## src/rtl/apb_slave_regs.sv

```systemverilog
// APB3 slave with an 8-entry register map: ID, six RW registers and a completed-transfer counter.
// Every transfer is latched in its setup phase and completes after WAIT_CYCLES extra access cycles.
`timescale 1ns/1ps
module apb_slave_regs #(
  parameter int unsigned WAIT_CYCLES = 1,
  parameter logic [31:0] ID_VALUE    = 32'hA5B0_0001
) (
  input  logic        PCLK,
  input  logic        PRESETn,
  input  logic        PSEL,
  input  logic        PENABLE,
  input  logic        PWRITE,
  input  logic [31:0] PADDR,
  input  logic [31:0] PWDATA,
  output logic [31:0] PRDATA,
  output logic        PREADY,
  output logic        PSLVERR
);

  localparam logic [1:0] S_IDLE = 2'd0;
  localparam logic [1:0] S_WAIT = 2'd1;
  localparam logic [1:0] S_DONE = 2'd2;

  logic [1:0]  r_state;
  logic [31:2] r_addr;
  logic        r_write;
  logic [31:0] r_wdata;
  logic [3:0]  r_cnt;
  logic [31:0] r_regs [1:6];
  logic [31:0] r_xfer_cnt;

  logic [2:0]  w_idx;
  logic        w_err;
  logic [31:0] w_rdata;
  logic        w_unused;

  // Byte-lane bits of the address carry no meaning for word registers.
  assign w_unused = ^PADDR[1:0];

  assign w_idx = r_addr[4:2];
  assign w_err = (r_addr[31:5] != '0) || (r_write && ((w_idx == 3'd0) || (w_idx == 3'd7)));

  // NOTE: every variable written here gets a default first so no latch is inferred.
  always_comb begin
    w_rdata = '0;
    case (w_idx)
      3'd0:    w_rdata = ID_VALUE;
      3'd1:    w_rdata = r_regs[1];
      3'd2:    w_rdata = r_regs[2];
      3'd3:    w_rdata = r_regs[3];
      3'd4:    w_rdata = r_regs[4];
      3'd5:    w_rdata = r_regs[5];
      3'd6:    w_rdata = r_regs[6];
      3'd7:    w_rdata = r_xfer_cnt;
      default: w_rdata = '0;
    endcase
  end

  // NOTE: state is assigned with <= so every flop samples pre-edge values of its peers.
  always_ff @(posedge PCLK or negedge PRESETn) begin
    if (!PRESETn) begin
      r_state    <= S_IDLE;
      r_addr     <= '0;
      r_write    <= 1'b0;
      r_wdata    <= '0;
      r_cnt      <= '0;
      r_xfer_cnt <= '0;
      PRDATA     <= '0;
      PREADY     <= 1'b0;
      PSLVERR    <= 1'b0;
      // NOTE: the register file is reset (so it maps to flops, not RAM) because it must read 0 after reset.
      for (int i = 1; i <= 6; i++) r_regs[i] <= '0;
    end else begin
      case (r_state)
        S_IDLE: begin
          if (PSEL && !PENABLE) begin
            r_addr  <= PADDR[31:2];
            r_write <= PWRITE;
            r_wdata <= PWDATA;
            r_cnt   <= 4'(WAIT_CYCLES);
            r_state <= S_WAIT;
          end
        end
        S_WAIT: begin
          if (!PSEL) begin
            r_state <= S_IDLE;
          end else if (PENABLE) begin
            if (r_cnt != '0) begin
              r_cnt <= r_cnt - 4'd1;
            end else begin
              PREADY  <= 1'b1;
              PSLVERR <= w_err;
              r_state <= S_DONE;
              if (w_err) begin
                if (!r_write) PRDATA <= '0;
              end else begin
                // The counter read path sees the pre-increment value of this same transfer.
                r_xfer_cnt <= r_xfer_cnt + 32'd1;
                if (r_write) begin
                  for (int i = 1; i <= 6; i++)
                    if (w_idx == 3'(i)) r_regs[i] <= r_wdata;
                end else begin
                  PRDATA <= w_rdata;
                end
              end
            end
          end
        end
        S_DONE: begin
          PREADY  <= 1'b0;
          PSLVERR <= 1'b0;
          r_state <= S_IDLE;
        end
        default: r_state <= S_IDLE;
      endcase
    end
  end

endmodule

```

## config.mk

```make
export PLATFORM = sky130hd
export DESIGN_NAME = apb_slave_regs
export DESIGN_NICKNAME = d
export VERILOG_FILES = /design/src/rtl/apb_slave_regs.sv
export SDC_FILE = /design/constraint.sdc
export NUM_CORES = 1
export LEC_CHECK = 0
export ABC_AREA = 1
export BUFFER_PORTS_ARGS = -buffer_cell sky130_fd_sc_hd__buf_2
export CORE_UTILIZATION = 55
export CTS_BUF_LIST = sky130_fd_sc_hd__clkbuf_8
export CTS_CLUSTER_DIAMETER = 30
export DETAILED_ROUTE_END_ITERATION = 7
export PLACE_DENSITY_LB_ADDON = 0.12
export SLEW_MARGIN = 0
export SYNTH_ARGS = -nofsm -noshare
export SYNTH_HDL_FRONTEND = slang
export SYNTH_SLANG_ARGS = --single-unit
```

## constraint.sdc

```tcl
create_clock -name PCLK -period 2.3 [get_ports PCLK]
set_input_delay 0 -clock PCLK [delete_from_list [all_inputs] [get_ports PCLK]]
set_output_delay 0 -clock PCLK [all_outputs]
set_load 0.02 [all_outputs]
```

==> impl_metrics.toml, run 1 <==
[finish]
area_delta_synth_final_pct = 22.8
mostFrequentLayoutCell = "nand2_1"
final.fill_count = 2336
final_core_utilization = 0.686
nNetsFinal = 2297
post_route_cells_drive_above_1_share = 0.138
mostFrequentLayoutCells = "nand2_1, dfrtp_1, nand3_1"
antenna_diode_count = 0

[placed_design]
dpl.hpwl_um = 28900
buffers_on_ports = 100
globalplace.congestion = 0.929

[setup_path]
worstPathMaxFanout = 23
r2r_slack_ns = 0.22
reg2regPathDepth = 9
worst_setup_startpoint = "r_state[1]"
critical_path.startpoint_type = "register"
rr_endpoint = "r_regs[141]"
critical_path.reg2reg.startpoint = "r_state[1]"
criticalPathCategory = "reg2reg"
critPathCapture = "r_regs[141]"
timing.critical_path.required_ns = 2.75
critPathArrivalTime_ns = 2.54
setup.worst_path.end_class = "register"

[timing]
final_hold_viol_count = 0
worst_clock_skew_ns = 0.0323
fmax_mhz = 481
timing.final.setup_violations = 0
final_min_period_over_clock_period = 0.905
finalMaxSlewViolations = 0
setup-tns-final_ns = 0
grt_setup_unrepaired = "false"
finalWorstPathRequiredPeriod_ns = 2.08
slew_headroom = 0.633
worst_pin_slew_ns = 0.550

[synth]
synth_cells = 2030
synth-seq-area-share = 0.528
synth_nets = 2102
number_of_enable_flip_flop_cells_after_synthesis = 0
syn-mean-instance-area_um2 = 7.63
synthesis.area_um2 = 15500
synth_cell_type_count = 34
ys_dominant_reg_cell = "dfrtp_1"
asyncSetResetFlopFracSynth = 1.00
synth_seq_cells = 327
yosysWarningCount = 0

[clocking]
cts.sinks = 327
clock_insertion_delay_worst_skew_ns = 0.60
cts_tree = "yes"
path_clk_slew_ns = 0.05
postCtsSetupRepairBufs = 0
numCtsBuffers = 75
clockBufferDepth = 3
number_of_h_tree_branching_levels = 3
ctsRootBufferMaster = "clkbuf_8"

[routing]
final_antenna_net_count = 0
wire_per_inst_um = 18.2
dr_total_vias = 14800
drt-vias-per-instance = 5.55
drt_first_pass_iters = 5
detail_route.drc_violations = 0
wl_um = 48500
initialDrtViolationCount = 1263

[grt]
wire_length_of_the_first_global_routing_pass_um = 77700
first_global_vias = 14600
grt_max_degree = 86
track_usage = 0.349
globalRoute.totalOverflow = 0
antenna_found_initial = 0

[floorplanning]
start_util = 0.559
core_area_um2 = 27700
dieArea_um2 = 28800
die_x_um = 170
num_io_pins = 103
die_y_um = 170
rows = 61

[power]
power.ir.vdd_worst_uv = 648
power.leakage_uw = 0.0101
power.density_nw_per_um2 = 931

[job]
max_cap_violations = 0

[run_status]
status = "completed"

[hold_path]
hp_class = "in2reg"
per-layer routing:
layer | routed length (µm) | GRT usage | part of all wire
met5 | 0 | 0 | 0
met2 | 22400 | 0.550 | 0.46
met3 | 4270 | 0.0683 | 0.088
met4 | 1640 | 0.151 | 0.034
met1 | 20200 | 0.472 | 0.42
cells by family (layout without fill, tap and decap cells):
group,count (synthesis),in the layout,share of synthesized area
buffers and inverters,236,490,0.0645
adders and majority gates,3,3,0.00242
AOI/OAI and AO/OA,119,119,0.0419
and+or+nand+nor,1345,1345,0.363
DFF,327,327,0.528
power by group:
part | leakage, µW | switching, µW | internal [µW]
sequential | 0.00445 | 881 | 6370
clock | 0.000901 | 2820 | 4490
combinational | 0.00470 | 2190 | 931
critical path, cell delays in order (launching register included):
cell     delay [ns]
dfrtp_1        0.40
inv_2          0.07
nand2_2        0.06
inv_2          0.21
nand2_1        0.33
nor4_4         0.28
nand3_1        0.15
buf_4          0.28
nand2_1        0.10
nand2_1        0.06
state kept, by name, summed over array words and instances, names as in the netlist:
| name | count |
|---|---|
| r_wdata | 32 |
| r_state | 2 |
| PRDATA | 32 |
| r_addr | 30 |
| r_regs | 192 |
| r_cnt | 4 |
| r_write | 1 |
| r_xfer_cnt | 32 |
| PSLVERR | 1 |
| PREADY | 1 |
cell usage after synthesis (2+ instances only):
| cell type | n | area, µm² |
|---|---|---|
| buf_2 | 21 | 105 |
| and2_1 | 2 | 12.5 |
| nand3_1 | 294 | 1470 |
| nand3b_1 | 13 | 97.6 |
| clkbuf_1 | 68 | 255 |
| ha_1 | 3 | 37.5 |
| nand2_2 | 2 | 12.5 |
| nor2_1 | 120 | 450 |
| a21oi_1 | 30 | 150 |
| o22ai_1 | 3 | 18.8 |
| nor3_2 | 2 | 20.0 |
| a211oi_1 | 7 | 52.6 |
| inv_1 | 115 | 432 |
| buf_1 | 3 | 11.3 |
| dfrtp_1 | 327 | 8180 |
| nor3_1 | 6 | 30.0 |
| nor2_4 | 2 | 22.5 |
| a22oi_1 | 9 | 67.6 |
| nand2_1 | 865 | 3250 |
| o21ai_0 | 66 | 330 |
| nand4_1 | 33 | 206 |
| inv_2 | 7 | 26.3 |
| buf_4 | 21 | 158 |
worst min-delay path by stage:
stage / from / endpoint / cells after the start
final: PENABLE / PREADY / 4
after global routing: PENABLE / PREADY / 4
after CTS: PENABLE / PREADY / 4
after detailed placement: PRESETn / r_regs[104] / 1
after global placement: PRESETn / r_regs[104] / 1
after floorplan: PRESETn / PRDATA[0] / 0
stage by stage:
step | std cells | power [µW] | hold slack (ns) | instance area [µm²] | worst slack [ns]
floorplan | 2030 | 8670 | -0.296 | 15500 | 0.581
global placement | 2459 | 10200 | -0.0285 | 16600 | 0.326
detailed placement | 2459 | 10300 | -0.0228 | 16600 | 0.288
CTS | 2662 | 17700 | 0.0186 | 19000 | 0.259
global route | 2662 | 18400 | 0.0758 | 19000 | 0.0223
finish | 2662 | 17700 | 0.0447 | 19000 | 0.219
repair_timing:
action	4_1_cts	5_1_grt
resized for setup	0	1
hold endpoints to repair	391	0
setup endpoints to repair	0	1
hold buffers	67	0
final cells by class:
type | count | area, µm² | share of cell area
Sequential cell | 327 | 8180 | 0.430
Tap cell | 378 | 473 | 0.0249
Clock buffer | 90 | 1240 | 0.0652
Clock inverter | 46 | 452 | 0.0238
Timing Repair Buffer | 232 | 1850 | 0.0973
Multi-Input combinational cell | 1467 | 6350 | 0.334
Inverter | 122 | 463 | 0.0244
(Power assumes the default switching activity.)
==> run 2: changes to the inputs <==
Settings changed: BUFFER_PORTS_ARGS -buffer_cell sky130_fd_sc_hd__buf_2 to -buffer_cell sky130_fd_sc_hd__buf_4.
==> run 2 against run 1 <==
Effect of this change: clock power increased by 0.5%; flip-flop and latch count unchanged; sequential power about the same; non-clock buffer count increased by 9; critical path type unchanged; global-route usage increased by 0.17 points.
==> impl_metrics.toml, run 2 (synthesized netlist as in run 1, its figures left out) <==
[run_status]
status = "completed"

[routing]
highest-signal-layer = "met4"
dr_total_vias = 14900
initialDrtViolationCount = 1567
final_antenna_net_count = 0
wl_um = 48900
wire_per_inst_um = 18.3
met2_wl_post_dr_um = 22800
drt_first_pass_iters = 6
detail_route.drc_violations = 0
detail_route.wirelength.met1_um = 19800
detailroute.wirelength.met3_um = 4800
drt-vias-per-instance = 5.57

[finish]
fin_area_um2 = 19300
area_delta_synth_final_pct = 24.8
post_route_cells_drive_above_1_share = 0.142
final.fill_count = 2302
registers.top_by_ff_count = "r_regs"
nNetsFinal = 2305
mostFrequentLayoutCell = "nand2_1"
final_core_utilization = 0.697
mostFrequentLayoutCells = "nand2_1, dfrtp_1, nand3_1"
max_reg_flops = 192
antenna_diode_count = 0

[floorplanning]
num_io_pins = 103
core_area_um2 = 27700
rows = 61
start_util = 0.559
die_x_um = 170
die_y_um = 170
dieArea_um2 = 28800

[setup_path]
r2r_slack_ns = 0.14
critPathArrivalTime_ns = 2.69
setup.worst_path.end_class = "register"
critPathMaxStageDelay_ns = 0.40
criticalPathCategory = "reg2reg"
slowest_stage = "dfrtp_1"
timing.critical_path.cells = "inv_2 -> nand2_2 -> inv_2 -> nand2_1 -> nor3_4 -> inv_2 -> nor2_4 -> nand2_1 -> nand2_1"
timing.critical_path.required_ns = 2.82
critical_path.startpoint_type = "register"
worstPathMaxFanout = 11
critical_path.reg2reg.startpoint = "r_state[1]"
worst_setup_startpoint = "r_state[1]"

[clocking]
cts_tree = "yes"
ctsRootBufferMaster = "clkbuf_8"
path_clk_slew_ns = 0.06
clock_insertion_delay_worst_skew_ns = 0.60
clockBufferDepth = 3
cts.sinks = 327
number_of_h_tree_branching_levels = 3
numCtsBuffers = 74

[power]
combinationalPowerShare = 0.177
share_of_total_power_in_sequential_cells = 0.409
power.ir.vdd_worst_uv = 585
power.density_nw_per_um2 = 920
intPower_uw = 11900
p_total_uw = 17800
power.share.switching = 0.333
power.leakage_uw = 0.0102
net_switching_power_of_the_design_uw = 5910
clkPwrFrac = 0.414

[timing]
finalWorstPathRequiredPeriod_ns = 2.16
slew_headroom = 0.628
finalMaxSlewViolations = 0
worst_pin_slew_ns = 0.557
post-route-worst-setup-slack_ns = 0.138
worst_clock_skew_ns = 0.0339
final_hold_viol_count = 0
timing.final.setup_violations = 0
fmax_mhz = 462
final_min_period_over_clock_period = 0.940
grt_setup_unrepaired = "false"
setup-tns-final_ns = 0

[grt]
wire_length_of_the_first_global_routing_pass_um = 77900
grt_max_degree = 72
track_usage = 0.351
antenna_found_initial = 1
first_global_vias = 14600
globalRoute.totalOverflow = 0

[placed_design]
post-place-ws_ns = 0.132
buffers_on_ports = 100
dpl.hpwl_um = 29700
globalplace.congestion = 0.940
detailed_place.area_um2 = 16900

[hold_path]
source_of_the_worst_hold_timing_path = "PENABLE"
hp_class = "in2reg"

[job]
max_cap_violations = 0
[run 2: cell count changes in the layout (fill, tap and decap cells not counted), moves of 3 or more]
cell and change:
clkinv_2 +5, clkinvlp_4 -4, buf_2 -99, clkbuf_8 -3
buf_4 +107
[run 2: power by group through the flow]
stage          Clock, µW  Combinational [µW]  Sequential (µW)
5_1_grt             7690                3400             7340
4_1_cts             7430                3070             7230
6_report            7360                3160             7270
2_1_floorplan          0                1640             7030
3_3_place_gp           0                2900             7300
3_5_place_dp           0                2950             7320
[run 2: metrics by stage]
| stage | cells | hold slack, ns |
|---|---|---|
| 3_5_place_dp | 2467 | -0.00254 |
| 3_3_place_gp | 2467 | -0.00500 |
| 2_1_floorplan | 2030 | -0.296 |
| 6_report | 2671 | 0.0636 |
| 5_1_grt | 2671 | 0.0969 |
| 4_1_cts | 2671 | 0.0430 |
[run 2: worst paths after layout]
check | to | cells past startpoint
max | PRDATA[31] | 9
min | PSLVERR | 4
max reg2reg | PRDATA[31] | 9
min reg2reg | PRDATA[21] | 2
max in group asynchronous | r_regs[74] | 4
min in group asynchronous | r_wdata[4] | 3
[run 2: cell type report]
class	instances	area [µm²]	share of cell area
repair buffers	241	2160	0.112
clock inverters	49	495	0.0256
flip-flops and latches	327	8180	0.423
well taps	378	473	0.0245
inverters	122	463	0.0240
multi-input cells	1467	6350	0.329
clock buffers	87	1200	0.0620
[run 2: critical path: cells and delay by family (launching register included)]
family	cells	cell delay [ns]
AND/OR/NAND/NOR	6	1.24
buffers and inverters	3	0.45
flip-flops	1	0.40
[run 2: repair_timing]
action / 4_1_cts / 5_1_grt
buffers inserted: 0 / 0
hold endpoints to repair: 391 / 0
hold buffers: 68 / 0
gates resized for setup: 0 / 1
endpoints found under the setup margin: 0 / 7
[run 2: layer usage]
| layer | vias up | GRT usage |
|---|---|---|
| met5 | - | 0 |
| met4 | 0 | 0.139 |
| met3 | 129 | 0.0697 |
| met2 | 753 | 0.564 |
| met1 | 7091 | 0.469 |
| li1 | 6892 | - |
==> run 3: changes to the inputs <==
Settings changed: RECOVER_POWER set to 50, SETUP_SLACK_MARGIN set to 0.4.
==> run 3 against run 2 <==
Effect of this change: sequential power about the same; global-route usage up 0.38 points; first-iteration DRC count up 9.6%; die area unchanged; register-to-register slack better by 0.27 ns; critical path depth up 2; final cell count up 1.3%; setup slack better by 0.27 ns; maximum frequency up 14%.
==> impl_metrics.toml, run 3 (synthesized netlist as in run 1, its figures left out) <==
[finish]
register_area_um2 = 8190
registers.top_by_ff_count = "r_regs"
mostFrequentLayoutCells = "nand2_1, dfrtp_1, nand3_1"
nNetsFinal = 2339
footprint_of_the_multi_input_gates_um2 = 6540
mostFrequentLayoutCell = "nand2_1"
post_route_cells_drive_above_1_share = 0.153
final-instance-count-excl-fill = 2705
area_delta_synth_final_pct = 29.9
max_reg_flops = 192
final.fill_count = 2173
antenna_diode_count = 0

[routing]
wl_um = 52100
initialDrtViolationCount = 1718
wire_per_inst_um = 19.2
drt_first_pass_iters = 6
drt-vias-per-instance = 5.68
final_antenna_net_count = 0
detail_route.drc_violations = 0
dr_total_vias = 15400

[grt]
wire_length_of_the_first_global_routing_pass_um = 78700
track_usage = 0.355
globalRoute.totalOverflow = 0
antenna_found_initial = 0
first_global_vias = 14800
grt_max_degree = 72

[clocking]
numCtsBuffers = 74
clockBufferDepth = 3
cts_tree = "yes"
cts.sinks = 327
number_of_h_tree_branching_levels = 3
clock_insertion_delay_worst_skew_ns = 0.62
path_clk_slew_ns = 0.06
ctsRootBufferMaster = "clkbuf_8"

[floorplanning]
dieArea_um2 = 28800
core_area_um2 = 27700
start_util = 0.559
die_x_um = 170
num_io_pins = 103
rows = 61
die_y_um = 170

[timing]
finalMaxSlewViolations = 0
final_min_period_over_clock_period = 0.821
timing.final.setup_violations = 0
finalWorstPathRequiredPeriod_ns = 1.89
setup-tns-final_ns = 0
slew_headroom = 0.230
grt_setup_unrepaired = "true"
final_hold_viol_count = 0
worst_clock_skew_ns = 0.0354
fmax_mhz = 529
worst_pin_slew_ns = 1.15

[setup_path]
criticalPathCategory = "reg2reg"
timing.critical_path.cells = "nor2_1 -> nand2_1 -> nor2_4 -> nand2_2 -> nor2_4 -> nand3_4 -> inv_8 -> buf_12 -> clkbuf_16 -> nand3_1 -> nand2_1"
slowest_stage = "dfrtp_1"
critPathArrivalTime_ns = 2.42
critical-path-top-delay-family = "simple AND/OR/NAND/NOR gates"
worstPathMaxFanout = 9
setup.worst_path.end_class = "register"
critPathBufInv = 3
critical_path.startpoint_type = "register"
timing.critical_path.required_ns = 2.83
critPathMaxStageDelay_ns = 0.38

[power]
combinationalPowerShare = 0.187
power.share.switching = 0.338
net_switching_power_of_the_design_uw = 6100
power.density_nw_per_um2 = 898
power.leakage_uw = 0.0104
intPower_uw = 12000
share_of_total_power_in_sequential_cells = 0.404
clkPwrFrac = 0.409
power.ir.vdd_worst_uv = 593

[run_status]
status = "completed"

[placed_design]
buffers_on_ports = 100
globalplace.congestion = 0.940
dpl.hpwl_um = 29700
placed_cells = 2467

[job]
max_cap_violations = 0

[hold_path]
hp_class = "in2reg"
[run 3: cell count changes in the layout (fill, tap and decap cells not counted), moves of 6 or more]
cell,before,now
buf_4,159,109
clkbuf_1,0,35
buf_6,0,19
clkbuf_16,0,12
nand3_1,294,283
nor2_1,114,104
nor2_4,2,10
buf_12,14,20
nand3_2,1,7
[run 3: routing by layer]
metal  up-vias  global-route usage  share of wire
met5         -                   0         0.0011
met4         2               0.154          0.039
met3       184              0.0723           0.11
met2       932               0.567           0.46
met1      7287               0.471           0.39
li1       6969                   -              -
[run 3: stage by stage]
stage          cell area (µm²)  setup slack [ns]  utilization  hold slack, ns  power [µW]
6_report                 20100             0.411        0.726          0.0976       18100
2_1_floorplan            15500             0.581            -          -0.296        8670
4_1_cts                  19500             0.403        0.705          0.0817       17800
3_3_place_gp             16900             0.222        0.611        -0.00500       10200
5_1_grt                  20100             0.304        0.726           0.120       18700
3_5_place_dp             16900             0.132        0.611        -0.00254       10300
[run 3: power groups by stage]
stage	logic (µW)	registers, µW	clock network, µW
2_1_floorplan	1640	7030	0
3_3_place_gp	2900	7300	0
3_5_place_dp	2950	7320	0
4_1_cts	3140	7240	7430
5_1_grt	3620	7360	7720
6_report	3380	7300	7390
[run 3: repair_timing]
item | 4_1_cts | 5_1_grt
gates resized for setup | 26 | 79
hold buffers | 68 | 0
hold endpoints to repair | 391 | 0
pin swaps | 2 | 8
endpoints found under the setup margin | 246 | 257
gates cloned | 2 | 13
setup buffers | 10 | 9
[run 3: tightest hold or removal path: cells and delay by family]
| family | cells | cell delay (ns) |
|---|---|---|
| AND/OR/NAND/NOR | 1 | 0.21 |
| buffers and inverters | 1 | 0.11 |
| AO/OA/AOI/OAI | 2 | 0.32 |
[run 3: area by class of cell]
class                   instances  share of cell area
multi-input cells            1468               0.325
repair buffers                273               0.136
flip-flops and latches        327               0.407
well taps                     378              0.0235
inverters                     122              0.0234
repair inverters                1            0.000311
clock buffers                  87              0.0595
clock inverters                49              0.0246
[run 3: path summary, 6_finish.rpt]
check                                 from        endpoint  slack, ns  cells past startpoint
worst max-delay path            r_addr[30]     r_regs[138]       0.41                     11
worst min-delay path               PENABLE         PSLVERR        0.1                      4
worst max register to register  r_addr[30]     r_regs[138]       0.41                     11
worst min register to register  PRDATA[21]      PRDATA[21]       0.48                      2
max in group asynchronous          PRESETn  r_xfer_cnt[16]       0.47                      4
min in group asynchronous          PRESETn     r_regs[168]       0.73                      3
